<file path="config.mk">
export PLATFORM = sky130hd
export DESIGN_NAME = regfile_write_sched
export DESIGN_NICKNAME = d
export VERILOG_FILES = /design/src/rtl/regfile_write_sched.sv
export SDC_FILE = /design/constraint.sdc
export NUM_CORES = 1
export LEC_CHECK = 0
export CORE_MARGIN = 5
export CORE_UTILIZATION = 44
export CTS_BUF_LIST = sky130_fd_sc_hd__clkbuf_2 sky130_fd_sc_hd__clkbuf_4 sky130_fd_sc_hd__clkbuf_8
export CTS_CLUSTER_SIZE = 30
export DETAILED_ROUTE_END_ITERATION = 7
export PLACE_DENSITY = 0.95
export RECOVER_POWER = 100
export SYNTH_ARGS = -nofsm -noshare
export SYNTH_HDL_FRONTEND = slang
export SYNTH_SLANG_ARGS = --single-unit
</file>
<file path="constraint.sdc">
create_clock -name clk -period 2.34 [get_ports clk]
set_input_delay 0.351 -clock clk [delete_from_list [all_inputs] [get_ports clk]]
set_output_delay 0.351 -clock clk [all_outputs]
set_load 0.05 [all_outputs]
</file>
<file path="src/rtl/regfile_write_sched.sv">
// -----------------------------------------------------------------------------
// regfile_write_sched
//
// Owns the single write port of the register file. Arbitrates between two
// writeback requesters, A (execute) and B (load/memory), and runs a hardware
// clear walk that zeroes every register after reset or on request.
//
// Ports
//   clk               in   1       clock, single domain
//   sync_rst          in   1       synchronous reset, active-high, beats clk_en
//   clk_en            in   1       global clock enable; all state holds while low
//   a_req/a_addr/a_data in         requester A write request
//   a_ack             out  1       A accepted this cycle (combinational)
//   b_req/b_addr/b_data in         requester B write request
//   b_ack             out  1       B accepted this cycle (combinational)
//   clear_req         in   1       pulse: zero the whole register file
//   busy              out  1       high while the clear walk is running
//   rf_write_address  out  ADDR_W  registered regfile write address
//   rf_write_data     out  DATA_W  registered regfile write data
//   rf_write_en       out  1       registered regfile write enable
// -----------------------------------------------------------------------------
module regfile_write_sched #(
    parameter int ADDR_W = 4,
    parameter int DATA_W = 8,
    parameter int RR_EN  = 1
) (
    input  logic              clk,
    input  logic              sync_rst,
    input  logic              clk_en,
    input  logic              a_req,
    input  logic [ADDR_W-1:0] a_addr,
    input  logic [DATA_W-1:0] a_data,
    output logic              a_ack,
    input  logic              b_req,
    input  logic [ADDR_W-1:0] b_addr,
    input  logic [DATA_W-1:0] b_data,
    output logic              b_ack,
    input  logic              clear_req,
    output logic              busy,
    output logic [ADDR_W-1:0] rf_write_address,
    output logic [DATA_W-1:0] rf_write_data,
    output logic              rf_write_en
);

    typedef enum logic {
        CLEAR,
        RUN
    } state_t;

    localparam logic [ADDR_W-1:0] CNT_ONE = ADDR_W'(1);

    state_t            state;
    logic [ADDR_W-1:0] clr_cnt;
    logic              rr_pref;   // 0 = A preferred on a tie, 1 = B

    logic              grant_ok;
    logic              pick_b;
    logic [ADDR_W-1:0] sel_addr;
    logic [DATA_W-1:0] sel_data;

    assign busy = (state == CLEAR);

    // NOTE: every signal driven here gets a default first so no latch is inferred.
    always_comb begin
        grant_ok = 1'b0;
        pick_b   = 1'b0;
        a_ack    = 1'b0;
        b_ack    = 1'b0;
        sel_addr = a_addr;
        sel_data = a_data;

        // clear_req beats both requesters; nothing is granted while held in reset.
        grant_ok = (state == RUN) && clk_en && !clear_req && !sync_rst;
        // B wins when alone, or on a tie when round-robin currently favours B.
        pick_b   = b_req && (!a_req || ((RR_EN != 0) && rr_pref));
        a_ack    = grant_ok && a_req && !pick_b;
        b_ack    = grant_ok && b_req && pick_b;
        if (pick_b) begin
            sel_addr = b_addr;
            sel_data = b_data;
        end
    end

    // NOTE: sequential state uses non-blocking assignments so every register
    // samples the pre-edge values of the others.
    always_ff @(posedge clk) begin
        if (sync_rst) begin
            state            <= CLEAR;
            clr_cnt          <= '0;
            rr_pref          <= 1'b0;
            rf_write_en      <= 1'b0;
            rf_write_address <= '0;
            rf_write_data    <= '0;
        end else if (clk_en) begin
            case (state)
                CLEAR: begin
                    rf_write_en      <= 1'b1;
                    rf_write_address <= clr_cnt;
                    rf_write_data    <= '0;
                    clr_cnt          <= clr_cnt + CNT_ONE;
                    if (clr_cnt == '1) begin
                        state <= RUN;
                    end
                end
                RUN: begin
                    if (clear_req) begin
                        state       <= CLEAR;
                        clr_cnt     <= '0;
                        rf_write_en <= 1'b0;
                    end else if (a_ack || b_ack) begin
                        rf_write_address <= sel_addr;
                        rf_write_data    <= sel_data;
                        // Register 0 is hard-zero: the grant is consumed but not written.
                        rf_write_en      <= (sel_addr != '0);
                        // After a grant the other side is preferred; fixed at A otherwise.
                        rr_pref          <= (RR_EN != 0) && a_ack;
                    end else begin
                        rf_write_en <= 1'b0;
                    end
                end
                default: begin
                    state <= CLEAR;
                end
            endcase
        end
    end

endmodule
</file>
==> run metrics <==
fin nets=176; vias in the first global route=roughly 1000; worst setup path endpoint=a_ack; Yosys reg bits=19; fin crit period=2180 ps; Synth Net Count=roughly 130; count leader, synth=dfxtp_1; worst vdd rail ir drop=317 uV; placed instance count=167; CTS Sinks=19; Util after Layout=0.735; Critical Path Stages=4; final instance area=approximately 1500 um^2; Initial DRT Pass Iterations=4; drt wl/cell=~18 um; share of cells above drive strength 1=0.139; Tot Pwr=633 uW; R2R Path Start=state; post-synthesis simple-gate area fraction=0.139; total grt overflow=0; Die Span Y=56.4 um; Slew Viols, Final=0; Synth area leader=dfxtp_1; number of buffers created by CTS=3; Startpoint Class=primary input; Setup TNS Final=0 ps; gr usage total=0.191; part of the cycle the worst path needs=0.931; clock root buffer=clkbuf_4; Warnings, synthesis=0; Min-Delay Path Class=flop to flop; Post-Syn Instances=97; Synth Area in XOR/XNOR=0; Crit. Startpoint=b_req; unrepaired setup endpoints after global routing=no; Worst Path Required=1990 ps; Mean Syn Cell Area=9.76 um^2; commonest cells in the netlist=19 x dfxtp_1, 12 x o2bb2ai_1, 10 x mux2i_1; Slew @ Worst Pin=692 ps; slowest CP cell=dlygate4sd3_1; Adder-Cell Fraction of Synth Area=0.0132; Arrival @ worst endpoint=between 1500 and 2000 ps; reported max-cap violation count=0; vias per cell=~5.8; Synth async-reset ratio=0; global placement routability congestion=about 0.92; Post-CTS Setup Inserts=0; Hold Startpoint=rf_write_data[3]; post-synthesis mux area share=0.106; TritonCTS clock tree=built; DR DRC count=0; PortBufs=45; EDFF count, synth=0; worst path buffer plus inverter count=2; Worst path max stage delay=740 ps; status=finished clean; Iter 0 DRT Violations=30; cts hold-fix bufs=0; row count=16; CP Capture Type=output pin; sequential-to-total area share from yosys stat=0.402; Compound-Gate Fraction of Synth Area=0.296; skew final=6.36 ps; initial antenna violation count=0; largest family of logic cells by synthesized area=compound AO/OA/AOI/OAI gates; delay-heaviest family, CP=buffers and inverters; P&R area growth vs syn=55.4%; Clock Latency Late Sink=roughly 300 ps; Clk pin slew, worst setup/hold paths=~100 ps; largest net degree at the start of global routing=13; R2R Setup Slk=740 ps; cell area after synthesis=947 um^2; max_slew headroom=0.536; P per Cell Area=430 nW/um^2; die area=3180 um^2; I/O Pins=46; post-synth top area share=0.402; Worst R2R Path Depth=4; Post-synth top flop=dfxtp_1; dpl cell area=1450 um^2; DP HPWL=2340 um; Initial Util=0.473; CP Cell Sequence=dlygate4sd3_1 > nand2_1 > and3_2 > buf_12; Routed Antenna Nets=0; Post-Layout Cell Count=171; final setup vio count=0; largest cells by area after synthesis=dfxtp_1 40%, o2bb2ai_1 11%, mux2i_1 11%; hold violation count in the final report=0; antenna diode count=0; htree depth=1; Critical Path Fanout Max=11; CP Class=primary input to output pin; Pleak=0.606 nW; die width=56.4 um; Core Footprint=~2000 um^2; Worst R2R End=rf_write_data[7]; Peak Freq=approximately 0.46 GHz; WL final=3020 um; Clock Path Buffers=2; fillcell total=140; synth unique cells=33; first-pass GRT wire length=4730 um; routed vias=991
worst reg2reg max path: stages, from the launching register on:
cell and delay, ps:
dfxtp_2 470, clkinvlp_4 240, nor3_2 280, o21ai_1 290, o2bb2ai_1 250
repair_timing:
| item | 4_1_cts | 5_1_grt |
|---|---|---|
| resized for setup | 0 | 3 |
| endpoints found under the hold margin | 0 | 0 |
| setup endpoints to repair | 0 | 3 |
sequential cells by signal, indices dropped and copies added (netlist names):
| signal | cells |
|---|---|
| rf_write_data | 8 |
| clr_cnt | 4 |
| rf_write_address | 4 |
| rf_write_en | 1 |
| rr_pref | 1 |
| state | 1 |
cells in the final DEF, fill, tap and decap left out, types with 2 or more instances in the layout:
cell type,instances
clkdlybuf4s50_1,26
mux2i_1,10
buf_4,2
nand2_1,4
a31o_2,2
and3_2,5
o2bb2ai_1,12
buf_12,2
clkbuf_1,3
nand3_1,3
inv_1,2
dlygate4sd3_1,16
o21ai_0,5
clkbuf_4,4
dfxtp_1,18
nor2_1,4
a21oi_1,4
a211oi_1,3
area by class of cell:
class / instances / area, um^2 / share of cell area
well taps: 27 / 33.8 / 0.0230
clock buffers: 4 / 30.0 / 0.0204
repair buffers: 49 / 487 / 0.331
inverters: 3 / 15.0 / 0.0102
flip-flops and latches: 19 / 382 / 0.259
multi-input cells: 69 / 524 / 0.356
stage by stage:
| step | setup slack (ps) | hold WS (ps) |
|---|---|---|
| after CTS | 72.2 | 479 |
| final | 161 | 472 |
| after floorplan | 493 | 462 |
| after detailed placement | 273 | 450 |
| after global placement | 369 | 446 |
| after global routing | 116 | 493 |
report_power, final:
| group | total, mW | internal, mW | switching [mW] | leakage (nW) |
|---|---|---|---|---|
| Clock | 0.179 | 0.0781 | 0.101 | 0.0184 |
| Combinational | 0.121 | 0.0663 | 0.0545 | 0.434 |
| Sequential | 0.333 | 0.329 | 0.00455 | 0.154 |
logic make-up (layout without fill, tap and decap cells):
kind of cell             after synthesis  count (layout)
AO/OA/AOI/OAI                         36              36
AND/OR/NAND/NOR                       22              22
flip-flops                            19              19
multiplexers                          10              10
buffers and inverters                  9              56
adder cells (fa/ha/maj)                1               1
metal layers:
layer / wire length [um] / GRT usage / up-vias
li1: - / - / 472
met3: 135 / 0.0367 / 13
met4: 133 / 0.115 / 0
met2: 1550 / 0.336 / 41
met1: 1200 / 0.210 / 465
met5: 0 / 0 / -
worst min path at each step:
stage,to,slack [ps],cells after the start
3_5_place_dp,rf_write_data[6],450,1
3_3_place_gp,rf_write_data[6],450,1
5_1_grt,rf_write_data[2],490,1
6_report,rf_write_data[3],470,1
2_1_floorplan,rr_pref,460,1
4_1_cts,rf_write_data[6],480,1
Note: power is estimated with default switching activity, not from simulation.
